==> src/rtl/jk_ff_bank.sv <==
// Bank of WIDTH flip-flops acting per-bit as JK, SR, D-load or an up/down toggle-chain counter.
// Latency: one clk edge from sampled inputs to q; tc is combinational from the current inputs and q.
// No backpressure: en=0 freezes q, and clr_illegal still clears the sticky flag while disabled.
module jk_ff_bank #(
    parameter int                 WIDTH     = 8,
    parameter logic [WIDTH-1:0]   RESET_VAL = '0
) (
    input  logic             clk,
    input  logic             rst,
    input  logic             en,
    input  logic [1:0]       mode,
    input  logic [WIDTH-1:0] j,
    input  logic [WIDTH-1:0] k,
    input  logic             clr_illegal,
    output logic [WIDTH-1:0] q,
    output logic [WIDTH-1:0] qbar,
    output logic             illegal,
    output logic             tc
);

    localparam logic [1:0] MODE_JK  = 2'b00;
    localparam logic [1:0] MODE_SR  = 2'b01;
    localparam logic [1:0] MODE_D   = 2'b10;
    localparam logic [1:0] MODE_CNT = 2'b11;

    logic [WIDTH-1:0] q_nxt;
    logic [WIDTH-1:0] t_up;
    logic [WIDTH-1:0] t_dn;
    logic             sr_conflict;
    logic             all_ones;
    logic             all_zeros;

    // Toggle enables: bit i flips when every lower bit is 1 (up) or 0 (down).
    assign t_up[0] = 1'b1;
    assign t_dn[0] = 1'b1;
    for (genvar i = 1; i < WIDTH; i++) begin : g_chain
        assign t_up[i] = t_up[i-1] & q[i-1];
        assign t_dn[i] = t_dn[i-1] & ~q[i-1];
    end

    assign all_ones  = t_up[WIDTH-1] & q[WIDTH-1];
    assign all_zeros = t_dn[WIDTH-1] & ~q[WIDTH-1];

    always_comb begin
        q_nxt       = q;
        sr_conflict = 1'b0;
        case (mode)
            MODE_JK: q_nxt = (j & ~q) | (~k & q);
            MODE_SR: begin
                // S=R=1 holds the bit; only S/R disagreement forces a value.
                q_nxt       = (j & ~k) | (q & ~(j ^ k));
                sr_conflict = |(j & k);
            end
            MODE_D:  q_nxt = j;
            MODE_CNT: begin
                if (j[0]) begin
                    q_nxt = k[0] ? (q ^ t_dn) : (q ^ t_up);
                end
            end
            default: q_nxt = q;
        endcase
    end

    always_ff @(posedge clk) begin
        if (rst) begin
            q       <= RESET_VAL;
            illegal <= 1'b0;
        end else begin
            if (en) begin
                q <= q_nxt;
            end
            if (en && sr_conflict) begin
                illegal <= 1'b1;
            end else if (clr_illegal) begin
                illegal <= 1'b0;
            end
        end
    end

    assign qbar = ~q;
    assign tc   = (mode == MODE_CNT) && en && j[0] && (k[0] ? all_zeros : all_ones);

endmodule

==> config.mk <==
export PLATFORM = sky130hd
export DESIGN_NAME = jk_ff_bank
export DESIGN_NICKNAME = d
export VERILOG_FILES = /design/src/rtl/jk_ff_bank.sv
export SDC_FILE = /design/constraint.sdc
export NUM_CORES = 1
export LEC_CHECK = 0
export ABC_AREA = 1
export CAP_MARGIN = 20
export CORE_UTILIZATION = 26
export CTS_CLUSTER_SIZE = 14
export DETAILED_ROUTE_END_ITERATION = 16
export PLACE_DENSITY = 0.5
export SYNTH_ARGS = -nofsm -noshare
export SYNTH_HDL_FRONTEND = slang
export SYNTH_SLANG_ARGS = --single-unit
==> constraint.sdc <==
create_clock -name clk -period 2.64 [get_ports clk]
set_input_delay 0.396 -clock clk [delete_from_list [all_inputs] [get_ports clk]]
set_output_delay 0.396 -clock clk [all_outputs]
set_load 0.005 [all_outputs]
==> results.py <==
metrics = {
    "clock_network": {
        "cts_tree": "done",
        "clk_latency_ns": 0.24,
        "cts_sinks": 9,
        "cts_buffers": 3,
        "ctsRootBufferMaster": "clkbuf_8",
        "cts_resized": 0,
        "cts_setup_buffers": 0,
        "cts_max_path_buffers": 2,
        "htree_num_levels": 1,
        "path_clk_slew_ns": 0.05,
        "ctsHoldBuffers": 0,
    },
    "detailed_routing": {
        "route.detailed.drc": 0,
        "drt_first_pass_iters": 4,
        "num_vias": 1395,
        "wl_per_cell_um": 12.2,
        "routed_via_density": 4.65,
        "first_iter_violations": 72,
        "ant_nets": 0,
        "wl_um": 3650,
    },
    "cells_and_area": {
        "final_nets": 287,
        "diodes": 0,
        "drive_above_1_share": 0.0887,
        "fillers": 510,
        "syn2layout_area_growth_pct": 44.6,
        "multi_input_area_um2": 838,
        "seq_area_um2": 180,
    },
    "placed_design": {
        "place_congestion": 0.895,
        "dp_slack_ns": 0.217,
        "io_buffer_count": 39,
        "hpwlAfterDp_um": 2810,
    },
    "setup_path": {
        "slowest_delay_ns": 0.52,
        "path_cells": "clkdlybuf4s50_1 -> nand2_1 -> inv_1 -> nand3_1 -> a21oi_1 -> o21ai_0 -> a21oi_1 -> clkdlybuf4s50_1",
        "slowest_stage": "clkdlybuf4s50_1",
        "crit_required_ns": 2.24,
        "arrival_ns": 2.02,
        "crit_fanout": 4,
        "startpoint_type": "input pin",
        "cp_top_family": "buffers and inverters",
        "path_buf_inv": 3,
        "critPathCaptureType": "output port",
        "criticalPathCategory": "input pin to output port",
    },
    "sta": {
        "hold_violations": 0,
        "max_slew_margin": 0.699,
        "tightest_slew_ns": 0.447,
        "period_minus_slack_ns": 2.41,
        "maxSlewViolCount": 0,
        "clock_skew_ns": 0.00269,
        "finalSetupViolCount": 0,
        "layout_setup_ws_ns": 0.225,
        "tns_ns": 0,
        "rsz0062_at_grt": "false",
        "clock.fmax_mhz": 414,
        "fin_crit_sh": 0.915,
    },
    "logic_synthesis": {
        "synth_cells": 201,
        "async_flop_share": 0,
        "synth_top_area_frac": 0.167,
        "syn_area_per_cell_um2": 5.98,
        "synthFlopType": "dfxtp_1",
        "synth_seq_cells": 9,
        "yosysTopAreaCell": "ha_1",
        "netlist_area_um2": 1200,
        "synth_warnings": 0,
        "post-synth-top-count-cell": "nand2_1",
        "synth_edf_count": 0,
        "synth.distinct_cells": 25,
        "synthTopCellsByCount": "nand2_1, inv_1, nand3_1",
        "synth_nets": 239,
        "ys_seq_area_frac": 0.150,
        "synthTopCellsByArea": "ha_1, dfxtp_1, nand2_1",
    },
    "global_routing": {
        "grt_max_degree": 12,
        "grt_pass1_wl_um": 6050,
        "track_usage": 0.155,
        "antenna_found_initial": 0,
        "grt_pass1_vias": 1286,
        "grt.overflow.total": 0,
    },
    "outcome": {
        "status": "complete, no violations",
    },
    "job": {
        "maxCapViolations": 0,
    },
    "hold_path": {
        "hold_path_class": "flip-flop to flip-flop",
    },
    "pwr": {
        "p_per_area_nw_per_um2": 331,
        "p_leak_nw": 0.889,
        "peakVddDrop_mv": 0.111,
    },
    "die": {
        "core_um2": 4380,
        "start_util": 0.274,
        "fp.dieArea_um2": 4900,
        "die_h_um": 70.0,
        "io-pin-count": 40,
        "die_w_um": 70.0,
        "num_rows": 24,
    },
}
where the power goes:
group / total, mW / switching [mW] / internal (mW)
sequential: 0.167 / 0.0190 / 0.148
clock: 0.168 / 0.0621 / 0.106
combinational: 0.240 / 0.120 / 0.120
total: 0.575 / 0.201 / 0.374
logic make-up after synthesis:
logic type	synth area share
adders and majority gates	0.167
buffers and inverters	0.152
AOI/OAI and AO/OA	0.211
DFF	0.150
and+or+nand+nor	0.320
registers in the layout (all words and copies together), names as in the netlist:
signal / count
q: 8
illegal: 1
metrics by stage:
step | power [mW] | hold slack (ns) | cell area, µm² | cells | utilization
after global placement | 0.411 | 0.459 | 1690 | 296 | 0.386
final | 0.575 | 0.462 | 1740 | 300 | 0.396
after floorplan | 0.288 | 0.460 | 1200 | 201 | -
after global routing | 0.623 | 0.504 | 1740 | 300 | 0.396
after detailed placement | 0.410 | 0.466 | 1690 | 296 | 0.386
after CTS | 0.585 | 0.473 | 1740 | 300 | 0.396
worst min-delay path, stage by stage (launching register included):
cell     delay [ns]
dfxtp_1        0.30
nand2_1        0.06
a21oi_1        0.05
final cells by class:
| class | instances | area share |
|---|---|---|
| clock buffers | 4 | 0.0259 |
| inverters | 42 | 0.0908 |
| repair buffers | 47 | 0.259 |
| multi-input cells | 146 | 0.483 |
| well taps | 52 | 0.0375 |
| flip-flops and latches | 9 | 0.104 |
worst paths after layout:
check	from	end	slack [ns]	depth (start not counted)
max reg2reg	q[0]$_SDFFE_PP0P_	q[4]$_SDFFE_PP0P_	1.17	9
max	mode[1]	tc	0.23	8
min reg2reg	illegal$_SDFFE_PP0P_	illegal$_SDFFE_PP0P_	0.46	2
min	illegal$_SDFFE_PP0P_	illegal$_SDFFE_PP0P_	0.46	2
routing by layer:
layer | vias up | share of wire | track usage | wire [µm]
li1 | 752 | - | - | -
met1 | 612 | 0.52 | 0.222 | 1900
met2 | 29 | 0.43 | 0.241 | 1580
met3 | 2 | 0.040 | 0.0144 | 146
met4 | 0 | 0.0066 | 0.0533 | 24
met5 | - | 0 | 0 | 0
layout by cell type, fill, tap and decap left out, types with 3 or more instances in the layout:
cell type	count
a21oi_1	16
nand3_1	19
ha_1	16
o21ai_0	17
clkbuf_8	3
o21ai_1	4
nand4_1	4
nand2_1	45
dfxtp_1	9
inv_1	39
buf_4	8
nor2_2	3
clkdlybuf4s50_1	39
inv_2	3
o211ai_1	4
nor2_1	4
Note: power is estimated with default switching activity, not from simulation.
